--- config.mk ---
export PLATFORM = sky130hd
export DESIGN_NAME = ext_uart_tx_flat
export DESIGN_NICKNAME = d
export VERILOG_FILES = /design/src/rtl/ext_uart_tx_if.sv /design/src/rtl/ext_uart_tx.sv /design/src/flat_wrapper.sv
export SDC_FILE = /design/constraint.sdc
export NUM_CORES = 1
export LEC_CHECK = 0
export ABC_AREA = 1
export BUFFER_PORTS_ARGS = -buffer_cell sky130_fd_sc_hd__buf_2
export CORE_MARGIN = 1
export CORE_UTILIZATION = 45
export CTS_CLUSTER_SIZE = 40
export DETAILED_ROUTE_END_ITERATION = 10
export GPL_TIMING_DRIVEN = 1
export MAX_ROUTING_LAYER = met4
export PLACE_DENSITY_LB_ADDON = 0.1
export SYNTH_ARGS = -nofsm -noshare
export SYNTH_HDL_FRONTEND = slang
export SYNTH_SLANG_ARGS = --single-unit
export TNS_END_PERCENT = 100
--- constraint.sdc ---
create_clock -name clk -period 2.9 [get_ports clk]
set_clock_uncertainty 0.15 [all_clocks]
set_input_delay 0.58 -clock clk [delete_from_list [all_inputs] [get_ports clk]]
set_output_delay 0.58 -clock clk [all_outputs]
set_load 0.05 [all_outputs]
--- src/rtl/ext_uart_tx_if.sv ---
// ext_uart_tx_if -- SoC external-port request bundle used by ext_uart_tx.
//
// Signals:
//   ext_addr   16  byte address of the request
//   ext_data    8  write byte
//   ext_wstrb   1  1 = write cycle, 0 = read cycle
//   ext_valid   1  request active; held until the SoC has seen ready
//   ext_ready   1  request may complete this cycle (driven by the peripheral)
//
// Modports:
//   master  SoC side: drives the request, observes ready
//   slave   peripheral side: observes the request, drives ready
interface ext_uart_tx_if;
  logic [15:0] ext_addr;
  logic [7:0]  ext_data;
  logic        ext_wstrb;
  logic        ext_valid;
  logic        ext_ready;

  modport master (
    output ext_addr,
    output ext_data,
    output ext_wstrb,
    output ext_valid,
    input  ext_ready
  );

  modport slave (
    input  ext_addr,
    input  ext_data,
    input  ext_wstrb,
    input  ext_valid,
    output ext_ready
  );
endinterface

--- src/rtl/ext_uart_tx.sv ---
// ext_uart_tx -- byte-wide UART transmitter (8N1) behind a small TX FIFO,
// controlled from the SoC external port.
//
// Register map (writes only; reads and other addresses complete as no-ops):
//   0x0000 TXDATA  write pushes ext_data into the FIFO (stalls while full)
//   0x0004 CTRL    write with ext_data[0]=1 flushes the FIFO
//
// Parameters:
//   CLKS_PER_BIT  clk cycles per UART bit (2..65535)
//   FIFO_AW       FIFO address width, depth = 2**FIFO_AW bytes
//
// Ports:
//   clk           clock, rising edge
//   rst           synchronous active-high reset
//   bus           ext_uart_tx_if.slave request bundle
//   o_uart_tx     registered serial line, idle high
//   o_busy        FIFO non-empty or frame in progress
//   o_fifo_level  bytes currently queued
module ext_uart_tx #(
  parameter int CLKS_PER_BIT = 16,
  parameter int FIFO_AW      = 4
) (
  input  logic             clk,
  input  logic             rst,
  ext_uart_tx_if.slave     bus,
  output logic             o_uart_tx,
  output logic             o_busy,
  output logic [FIFO_AW:0] o_fifo_level
);

  localparam int DEPTH = 2 ** FIFO_AW;
  localparam int CNT_W = (CLKS_PER_BIT > 2) ? $clog2(CLKS_PER_BIT) : 1;

  localparam logic [CNT_W-1:0]   CNT_MAX     = CNT_W'(CLKS_PER_BIT - 1);
  localparam logic [FIFO_AW:0]   LVL_FULL    = (FIFO_AW + 1)'(DEPTH);
  localparam logic [15:0]        ADDR_TXDATA = 16'h0000;
  localparam logic [15:0]        ADDR_CTRL   = 16'h0004;

  typedef enum logic [1:0] {
    IDLE,
    START,
    DATA,
    STOP
  } state_t;

  state_t             state_q;
  logic [CNT_W-1:0]   baud_q;
  logic [2:0]         bit_q;
  logic [7:0]         shift_q;

  logic [7:0]         mem [DEPTH];
  logic [FIFO_AW-1:0] wr_ptr_q;
  logic [FIFO_AW-1:0] rd_ptr_q;
  logic [FIFO_AW:0]   level_q;
  logic               acc_q;

  logic is_txdata;
  logic is_ctrl;
  logic txdata_wr;
  logic fifo_full;
  logic fifo_empty;
  logic action;
  logic push;
  logic flush;
  logic pop_slot;
  logic pop;

  assign is_txdata  = (bus.ext_addr == ADDR_TXDATA);
  assign is_ctrl    = (bus.ext_addr == ADDR_CTRL);
  assign txdata_wr  = bus.ext_wstrb & is_txdata;
  assign fifo_full  = (level_q == LVL_FULL);
  assign fifo_empty = (level_q == '0);

  // Only a fresh TXDATA write into a full FIFO is held off. Once the request
  // has been acted on, ready stays high so the SoC's registered view of ready
  // can retire it. While rst is high the FIFO is being emptied, so ready
  // reports the empty-FIFO answer.
  assign bus.ext_ready = rst | ~(txdata_wr & fifo_full & ~acc_q);

  // acc_q makes each request a one-shot: the SoC keeps valid high for at
  // least one cycle after it sees ready, and that extra cycle must not repeat
  // the push or flush.
  assign action = bus.ext_valid & bus.ext_wstrb & ~acc_q & bus.ext_ready;
  assign push   = action & is_txdata;
  assign flush  = action & is_ctrl & bus.ext_data[0];

  // The FSM takes the head byte either from IDLE or on the last STOP cycle,
  // which chains frames back to back without an idle bit between them.
  assign pop_slot = (state_q == IDLE) | ((state_q == STOP) & (baud_q == '0));
  assign pop      = pop_slot & ~fifo_empty;

  assign o_busy       = (state_q != IDLE) | ~fifo_empty;
  assign o_fifo_level = level_q;

  always_ff @(posedge clk) begin
    if (rst) begin
      acc_q <= 1'b0;
    end else if (!bus.ext_valid) begin
      acc_q <= 1'b0;
    end else if (action) begin
      acc_q <= 1'b1;
    end
  end

  // A flush may land on the same edge as a pop; the FSM still takes the byte
  // it read, and the flush wins for the pointers and level.
  always_ff @(posedge clk) begin
    if (rst || flush) begin
      wr_ptr_q <= '0;
      rd_ptr_q <= '0;
      level_q  <= '0;
    end else begin
      if (push) begin
        wr_ptr_q <= wr_ptr_q + FIFO_AW'(1);
      end
      if (pop) begin
        rd_ptr_q <= rd_ptr_q + FIFO_AW'(1);
      end
      case ({push, pop})
        2'b10:   level_q <= level_q + (FIFO_AW + 1)'(1);
        2'b01:   level_q <= level_q - (FIFO_AW + 1)'(1);
        default: level_q <= level_q;
      endcase
    end
  end

  // Storage has no reset; only the pointers decide what is valid.
  always_ff @(posedge clk) begin
    if (push && !rst) begin
      mem[wr_ptr_q] <= bus.ext_data;
    end
  end

  // The line value is registered alongside each state change, so the line
  // moves on the same edge as the state that owns it.
  always_ff @(posedge clk) begin
    if (rst) begin
      state_q   <= IDLE;
      o_uart_tx <= 1'b1;
      baud_q    <= '0;
      bit_q     <= '0;
      shift_q   <= '0;
    end else begin
      case (state_q)
        IDLE: begin
          o_uart_tx <= 1'b1;
          if (pop) begin
            shift_q   <= mem[rd_ptr_q];
            baud_q    <= CNT_MAX;
            o_uart_tx <= 1'b0;
            state_q   <= START;
          end
        end

        START: begin
          if (baud_q == '0) begin
            baud_q    <= CNT_MAX;
            bit_q     <= '0;
            o_uart_tx <= shift_q[0];
            state_q   <= DATA;
          end else begin
            baud_q <= baud_q - CNT_W'(1);
          end
        end

        DATA: begin
          if (baud_q == '0) begin
            baud_q <= CNT_MAX;
            if (bit_q == 3'd7) begin
              o_uart_tx <= 1'b1;
              state_q   <= STOP;
            end else begin
              bit_q     <= bit_q + 3'd1;
              shift_q   <= shift_q >> 1;
              o_uart_tx <= shift_q[1];
            end
          end else begin
            baud_q <= baud_q - CNT_W'(1);
          end
        end

        STOP: begin
          if (baud_q == '0) begin
            if (pop) begin
              shift_q   <= mem[rd_ptr_q];
              baud_q    <= CNT_MAX;
              o_uart_tx <= 1'b0;
              state_q   <= START;
            end else begin
              state_q <= IDLE;
            end
          end else begin
            baud_q <= baud_q - CNT_W'(1);
          end
        end

        default: begin
          o_uart_tx <= 1'b1;
          state_q   <= IDLE;
        end
      endcase
    end
  end

endmodule

--- src/flat_wrapper.sv ---
// flat-port wrapper written by rule: the top's interface ports become plain ports
module ext_uart_tx_flat 
#(
  parameter int CLKS_PER_BIT = 16,
  parameter int FIFO_AW      = 4
)
  (clk, rst, o_uart_tx, o_busy, o_fifo_level, bus_ext_addr, bus_ext_data, bus_ext_wstrb, bus_ext_valid, bus_ext_ready);
  ext_uart_tx_if bus_i ();
  input  logic clk;
  input  logic rst;
  output logic o_uart_tx;
  output logic o_busy;
  output logic [FIFO_AW:0] o_fifo_level;
  input wire logic [$bits(bus_i.ext_addr)-1:0] bus_ext_addr;
  input wire logic [$bits(bus_i.ext_data)-1:0] bus_ext_data;
  input wire logic [$bits(bus_i.ext_wstrb)-1:0] bus_ext_wstrb;
  input wire logic [$bits(bus_i.ext_valid)-1:0] bus_ext_valid;
  output wire logic [$bits(bus_i.ext_ready)-1:0] bus_ext_ready;
  assign bus_i.ext_addr = bus_ext_addr;
  assign bus_i.ext_data = bus_ext_data;
  assign bus_i.ext_wstrb = bus_ext_wstrb;
  assign bus_i.ext_valid = bus_ext_valid;
  assign bus_ext_ready = bus_i.ext_ready;
  ext_uart_tx #(.CLKS_PER_BIT(CLKS_PER_BIT), .FIFO_AW(FIFO_AW)) u_core (.clk(clk), .rst(rst), .bus(bus_i), .o_uart_tx(o_uart_tx), .o_busy(o_busy), .o_fifo_level(o_fifo_level));
endmodule
==> results by group, run 1 <==
Clock tree
  – Skew-Pair Late Insertion Delay: 0.43 ns
  – Reg clk slew, reported paths: 0.06 ns
  – Clk sinks: 164
  – Hold_buf cts: 0
  – CTS tree: built
  – H-tree Lvls: 4
  – CTS Buf Count: 17
  – Clk root buf: clkbuf_16
  – Worst-case clock buffer depth: 2

Global route
  – First-pass GRT wire length: 26.8 mm
  – Antenna violations before repair: 0
  – Vias in the first global route: 5114
  – Total GRT Usage: 22.3%
  – Largest net degree at the start of global routing: 38
  – Congestion Overflow GR: 0

Drt
  – DRC: 0
  – Via count: 5419
  – Via/cell ratio: 5.09
  – Drt pass-1 iters: 5
  – Met3 wire len: 722 um
  – Highest routed layer: met4
  – DR WL/cell: 15.9 um
  – Met2 WL post-DR: 8.06 mm
  – Initial DRC Count: 505
  – DRT antenna net count: 0
  – Met1 wire length: 7.96 mm
  – Total Wirelength: 17.0 mm

STA
  – Final Max Slew Viols: 0
  – RSZ-0062 raised after global routing: false
  – Final Hold Viols: 0
  – PnR worst setup slack: 0.239 ns
  – Fin Hold WS: 0.246 ns
  – Worst slew pin tran: 0.743 ns
  – Fmax: 376 MHz
  – Final period util: 91.8%
  – Max_slew headroom: 50.4%
  – Setup Total Neg Slack: 0 ns
  – Min cycle time layout: 2.66 ns
  – Setup violators final: 0

Power and ir drop
  – Max VDD drop: 761 uV
  – Cell Pwr Density: 889 nW/um2
  – Lkg Pwr: 3.52 nW

Worst setup path
  – Crit path cell chain: inv_1 -> ha_1 -> inv_2 -> nand2_1 -> nand2_4 -> inv_2 -> ha_2 -> fa_1 -> nand3_1 -> nand2_1 -> a21oi_1 -> o21ai_1 -> xor2_1 -> nor2_2
  – WP data required: 3.06 ns
  – Kind of critical path: flip-flop to flip-flop
  – Critical-path top delay cell: fa_1
  – CP peak stage delay: 0.42 ns
  – CP Launch Type: flip-flop
  – Crit path DAT: 2.82 ns
  – Critical Path Sink Type: flip-flop
  – Cell family with most CP delay: adder cells
  – Worst Path Max Fanout: 6
  – WP buf/inv: 3

Yosys
  – Synth Cell Area: 7460 um2
  – Async SR Flop Fraction: 0%
  – Synthesized flop and latch total: 164
  – YS warnings: 0
  – EDFF count, synth: 128
  – Synth Instances: 784
  – Register area share after synthesis: 61.2%
  – Synthesized Nets: 829
  – Synth unique cells: 31
  – Ys flop type: edfxtp_1
  – Mean post-synth cell area: 9.51 um2

Placement
  – RD Place Congestion: 0.845
  – Dpl hpwl: 10.9 mm
  – Pre-CTS WS: 0.0185 ns
  – Port bufs: 35
  – Post-DP Area: 7930 um2
  – Placed cells: 1029

Floorplanning
  – Die Area: 17100 um2
  – I/O Pins: 36
  – Vert. Die Dim: 131 um
  – Num rows: 46
  – Core area: 16100 um2
  – Starting Density: 46.4%
  – Die width: 131 um

Worst hold path
  – Hold Crit Class: input pin to flip-flop

Cells and area
  – Diodes inserted: 0
  – Post-Layout Cell Count: 1064
  – Fraction of layout cells with a size suffix above 1: 16.0%
  – Final net count: 880
  – Fin area: 8520 um2
  – Area Growth Syn to Fin: 14.2%
  – Layout fillers: 1449

Status
  – Outcome: finished clean

Flow run
  – Max cap viols: 0
## power by group
part / internal (mW) / leakage (nW) / switching, mW
sequential: 2.69 / 1.45 / 0.115
clock: 1.18 / 0.263 / 0.939
combinational: 0.855 / 1.81 / 1.79
total: 4.72 / 3.52 / 2.85
## layer usage
| layer | global-route usage (%) | vias up |
|---|---|---|
| met5 | - | - |
| met4 | 6.56 | 0 |
| met3 | 4.40 | 13 |
| met2 | 34.6 | 139 |
| met1 | 29.6 | 2588 |
| li1 | - | 2679 |
## layout make-up
class                           instances  area [um2]  area share [%]
Clock buffer                           17         425            4.99
Clock inverter                         15         130            1.53
Inverter                               87         329            3.86
Multi-Input combinational cell        503        2410            28.3
Sequential cell                       164        4570            53.7
Tap cell                              216         270            3.17
Timing Repair Buffer                   62         378            4.44
## cell usage after synthesis (12+ instances only)
| master | number | area (um2) |
|---|---|---|
| nor2_2 | 12 | 75.1 |
| a21oi_1 | 26 | 130 |
| dfxtp_1 | 36 | 721 |
| ha_1 | 16 | 200 |
| nor2_1 | 65 | 244 |
| nand3_1 | 91 | 455 |
| edfxtp_1 | 128 | 3840 |
| o21ai_0 | 19 | 95.1 |
| nand2_1 | 232 | 871 |
| inv_1 | 81 | 304 |
| buf_2 | 16 | 80.1 |
## placed cells by master (no fill, tap or decap), types with 7 or more instances in the layout
master and count:
nand3_1 91, a21oi_2 7, clkbuf_16 17, buf_2 35, dfxtp_1 31, nor2_1 65
nand2_1 232, ha_1 13, nor2_2 12, buf_4 27, inv_1 80, edfxtp_1 128
o21ai_0 19, a21oi_1 26
## timing repair
item                                    4_1_cts  5_1_grt
endpoints found under the setup margin        0        1
gates resized for setup                       0        6
setup buffers                                 0        3
## cell families after synthesis
kind of cell,after synthesis,share of synthesized area (%)
AO/OA/AOI/OAI,62,4.88
XOR/XNOR,7,0.822
adder cells (fa/ha/maj),17,2.95
buffers and inverters,117,6.59
flip-flops,164,61.2
AND/OR/NAND/NOR,417,23.6
## state kept, by name, summed over array words and instances (netlist names), named ones only
register             flops
u_core.mem             128
u_core.shift_q           8
u_core.o_fifo_level      5
u_core.baud_q            4
u_core.rd_ptr_q          4
u_core.wr_ptr_q          4
u_core.bit_q             3
u_core.state_q           2
u_core.acc_q             1
u_core.o_uart_tx         1
## per-stage QoR
| stage | utilization [%] | power [mW] |
|---|---|---|
| 3_5_place_dp | 49.4 | 5.40 |
| 3_3_place_gp | 49.4 | 5.34 |
| 5_1_grt | 53.0 | 8.04 |
| 4_1_cts | 52.8 | 7.52 |
| 6_report | 53.0 | 7.57 |
| 2_1_floorplan | - | 4.81 |
## worst min-delay path, stage by stage
cell and delay [ns]:
buf_2 0.10, o21ai_0 0.06, nor2_1 0.04
## worst paths after layout
kind / from / end / slack [ns] / cells past startpoint
worst max register to register: u_core.state_q[1]$_SDFFE_PP0P_ / u_core.o_fifo_level[4]$_SDFFE_PP0P_ / 0.24 / 14
worst min register to register: u_core.shift_q[4]$_SDFFE_PP0P_ / u_core.shift_q[4]$_SDFFE_PP0P_ / 0.32 / 2
worst min-delay path: bus_ext_valid / u_core.acc_q$_SDFFE_PP0N_ / 0.25 / 3
worst max-delay path: u_core.state_q[1]$_SDFFE_PP0P_ / u_core.o_fifo_level[4]$_SDFFE_PP0P_ / 0.24 / 14
Note: power is estimated with default switching activity, not from simulation.
==> run 2: changes to the inputs <==
RECOVER_POWER = 25   (was not set)
==> run 2 against run 1 <==
Maximum frequency about the same; critical path type unchanged; sequential power barely moved; sequential share of layout area about the same; clock power about the same; critical path depth is the same.
==> results by group, run 2 (synthesis results as in run 1) <==
Status
  – Outcome: finished clean

Drt
  – Via/cell ratio: 5.11 (+0.41%)
  – Total Wirelength: 17.0 mm (+0.24%)
  – DRT antenna net count: 0 (unchanged)
  – Met3 wire len: 852 um (+18%)
  – DR WL/cell: 16.0 um (+0.24%)
  – Initial DRC Count: 505 (unchanged)
  – Highest routed layer: met4
  – Via count: 5441 (+0.41%)
  – Met1 wire length: 7.86 mm (-1.2%)
  – Drt pass-1 iters: 5 (unchanged)
  – DRC: 0 (unchanged)
  – Met2 WL post-DR: 8.07 mm (+0.11%)

STA
  – Max_slew headroom: 41.6% (-8.9 points)
  – Final period util: 91.8% (about the same)
  – Final Hold Viols: 0 (unchanged)
  – Final Max Slew Viols: 0 (unchanged)
  – Setup Total Neg Slack: 0 ns (unchanged)
  – Min cycle time layout: 2.66 ns (-0.000420 ns)
  – RSZ-0062 raised after global routing: false
  – Fmax: 376 MHz (about the same)
  – Setup violators final: 0 (unchanged)
  – Worst slew pin tran: 0.877 ns (+0.134 ns)

Worst setup path
  – Critical R2R Launch: u_core.state_q[1]$_SDFFE_PP0P_
  – Crit path DAT: 2.82 ns (about the same)
  – Worst Path Max Fanout: 6 (unchanged)
  – R2R Path End: u_core.o_fifo_level[4]$_SDFFE_PP0P_
  – Critical Path Sink Type: flip-flop
  – WP buf/inv: 3 (unchanged)
  – Cell family with most CP delay: adder cells
  – Worst Reg-to-Reg Cells: 14 (unchanged)
  – Kind of critical path: flip-flop to flip-flop
  – R2R setup slack: 0.24 ns (about the same)
  – Critical-path top delay cell: fa_1
  – CP Launch Type: flip-flop
  – WP data required: 3.06 ns (about the same)
  – Crit path cell chain: inv_1 -> ha_1 -> inv_2 -> nand2_1 -> nand2_4 -> inv_2 -> ha_2 -> fa_1 -> nand3_1 -> nand2_1 -> a21oi_1 -> o21ai_1 -> xor2_1 -> nor2_2
  – CP peak stage delay: 0.42 ns (about the same)

Worst hold path
  – Hold Crit Class: input pin to flip-flop
  – Worst Hold Launch: bus_ext_valid
  – Number of cells on the worst hold path: 3 (unchanged)
  – End of the worst hold path: u_core.acc_q$_SDFFE_PP0N_

Global route
  – Vias in the first global route: 5114 (unchanged)
  – Antenna violations before repair: 0 (unchanged)
  – Total GRT Usage: 22.3% (unchanged)
  – Largest net degree at the start of global routing: 38 (unchanged)
  – Congestion Overflow GR: 0 (unchanged)
  – First-pass GRT wire length: 26.8 mm (unchanged)

Floorplanning
  – Num rows: 46 (unchanged)
  – Vert. Die Dim: 131 um (unchanged)
  – Starting Density: 46.4% (unchanged)
  – Die width: 131 um (unchanged)
  – Core area: 16100 um2 (unchanged)
  – I/O Pins: 36 (unchanged)
  – Die Area: 17100 um2 (unchanged)

Cells and area
  – Area Growth Syn to Fin: 14.1% (about the same)
  – Layout fillers: 1452 (+0.21%)
  – Fraction of layout cells with a size suffix above 1: 15.3% (-0.71 points)
  – Top reg by flops: u_core.mem
  – Core Util, Final: 53.0% (about the same)
  – Post-Layout Cell Count: 1064 (unchanged)
  – Most frequent cells in the layout: nand2_1 (232), edfxtp_1 (128), nand3_1 (91)
  – Diodes inserted: 0 (unchanged)
  – Most common cell after layout, fill and taps aside: nand2_1
  – Final net count: 880 (unchanged)
  – Max reg flops: 128 (unchanged)

Clock tree
  – Clk root buf: clkbuf_16
  – Reg clk slew, reported paths: 0.06 ns (about the same)
  – Worst-case clock buffer depth: 2 (unchanged)
  – Clk sinks: 164 (unchanged)
  – Skew-Pair Late Insertion Delay: 0.43 ns (about the same)
  – Hold_buf cts: 0 (unchanged)
  – CTS tree: built
  – CTS Buf Count: 17 (unchanged)
  – H-tree Lvls: 4 (unchanged)

Flow run
  – Max cap viols: 0 (unchanged)

Power and ir drop
  – PnR Total Power: 7.57 mW (about the same)
  – Cell Pwr Density: 890 nW/um2 (+0.12%)
  – Lkg Pwr: 3.50 nW (-0.47%)
  – Max VDD drop: 761 uV (about the same)

Placement
  – Port bufs: 35 (unchanged)
  – RD Place Congestion: 0.845 (unchanged)
  – Dpl hpwl: 10.9 mm (unchanged)
  – Placed cells: 1029 (unchanged)
run 2: cell count changes in the layout (fill, tap and decap cells not counted):
cell      previous run  this run
clkbuf_1             0         6
buf_2               35        29
run 2: worst max path at each step:
stage                                        start                                   to  slack [ns]  cells after the start
detailed placement                 bus_ext_addr[1]  u_core.o_fifo_level[4]$_SDFFE_PP0P_        0.02                     14
global route        u_core.state_q[1]$_SDFFE_PP0P_  u_core.o_fifo_level[4]$_SDFFE_PP0P_        0.02                     14
finish              u_core.state_q[1]$_SDFFE_PP0P_  u_core.o_fifo_level[4]$_SDFFE_PP0P_        0.24                     14
floorplan                          bus_ext_addr[1]  u_core.o_fifo_level[4]$_SDFFE_PP0P_       0.005                     13
global placement                  bus_ext_addr[15]  u_core.o_fifo_level[4]$_SDFFE_PP0P_        0.18                     14
CTS                 u_core.state_q[0]$_SDFFE_PP0P_  u_core.o_fifo_level[4]$_SDFFE_PP0P_        0.04                     14
run 2: metrics by stage:
stage          cell area, um2  hold WS, ns  setup slack (ns)
6_report                 8510        0.245             0.239
5_1_grt                  8510        0.261            0.0185
4_1_cts                  8480        0.236            0.0379
3_5_place_dp             7930        0.310            0.0185
3_3_place_gp             7930        0.302             0.184
2_1_floorplan            7460        0.292           0.00541
run 2: cell type report:
| type | instances | area [um2] | area share (%) |
|---|---|---|---|
| flip-flops and latches | 164 | 4570 | 53.7 |
| clock inverters | 15 | 130 | 1.53 |
| well taps | 216 | 270 | 3.18 |
| multi-input cells | 503 | 2410 | 28.4 |
| clock buffers | 17 | 425 | 5.00 |
| repair buffers | 62 | 370 | 4.35 |
| inverters | 87 | 329 | 3.87 |
run 2: worst register-to-register path: stages (launching register included):
cell     delay [ns]
dfxtp_1        0.35
inv_1          0.09
ha_1           0.23
inv_2          0.11
nand2_1        0.13
nand2_4        0.12
inv_2          0.08
ha_2           0.24
fa_1           0.42
nand3_1        0.12
nand2_1        0.07
a21oi_1        0.12
o21ai_1        0.09
xor2_1         0.19
nor2_2         0.04
run 2: what timing repair did:
action,CTS,global route
resized for setup,0,6
setup buffers,0,3
endpoints found under the setup margin,0,1
run 2: report_power, final:
| group | switching [mW] | internal, mW | total, mW | leakage (nW) |
|---|---|---|---|---|
| Sequential | 0.115 | 2.69 | 2.80 | 1.45 |
| Clock | 0.940 | 1.18 | 2.12 | 0.263 |
| Combinational | 1.80 | 0.853 | 2.65 | 1.80 |
| Total | 2.85 | 4.72 | 7.57 | 3.50 |
run 2: per-layer routing:
layer,track usage [%],up-vias
li1,-,2679
met1,29.6,2595
met2,34.6,154
met3,4.40,13
met4,6.56,0
met5,-,-
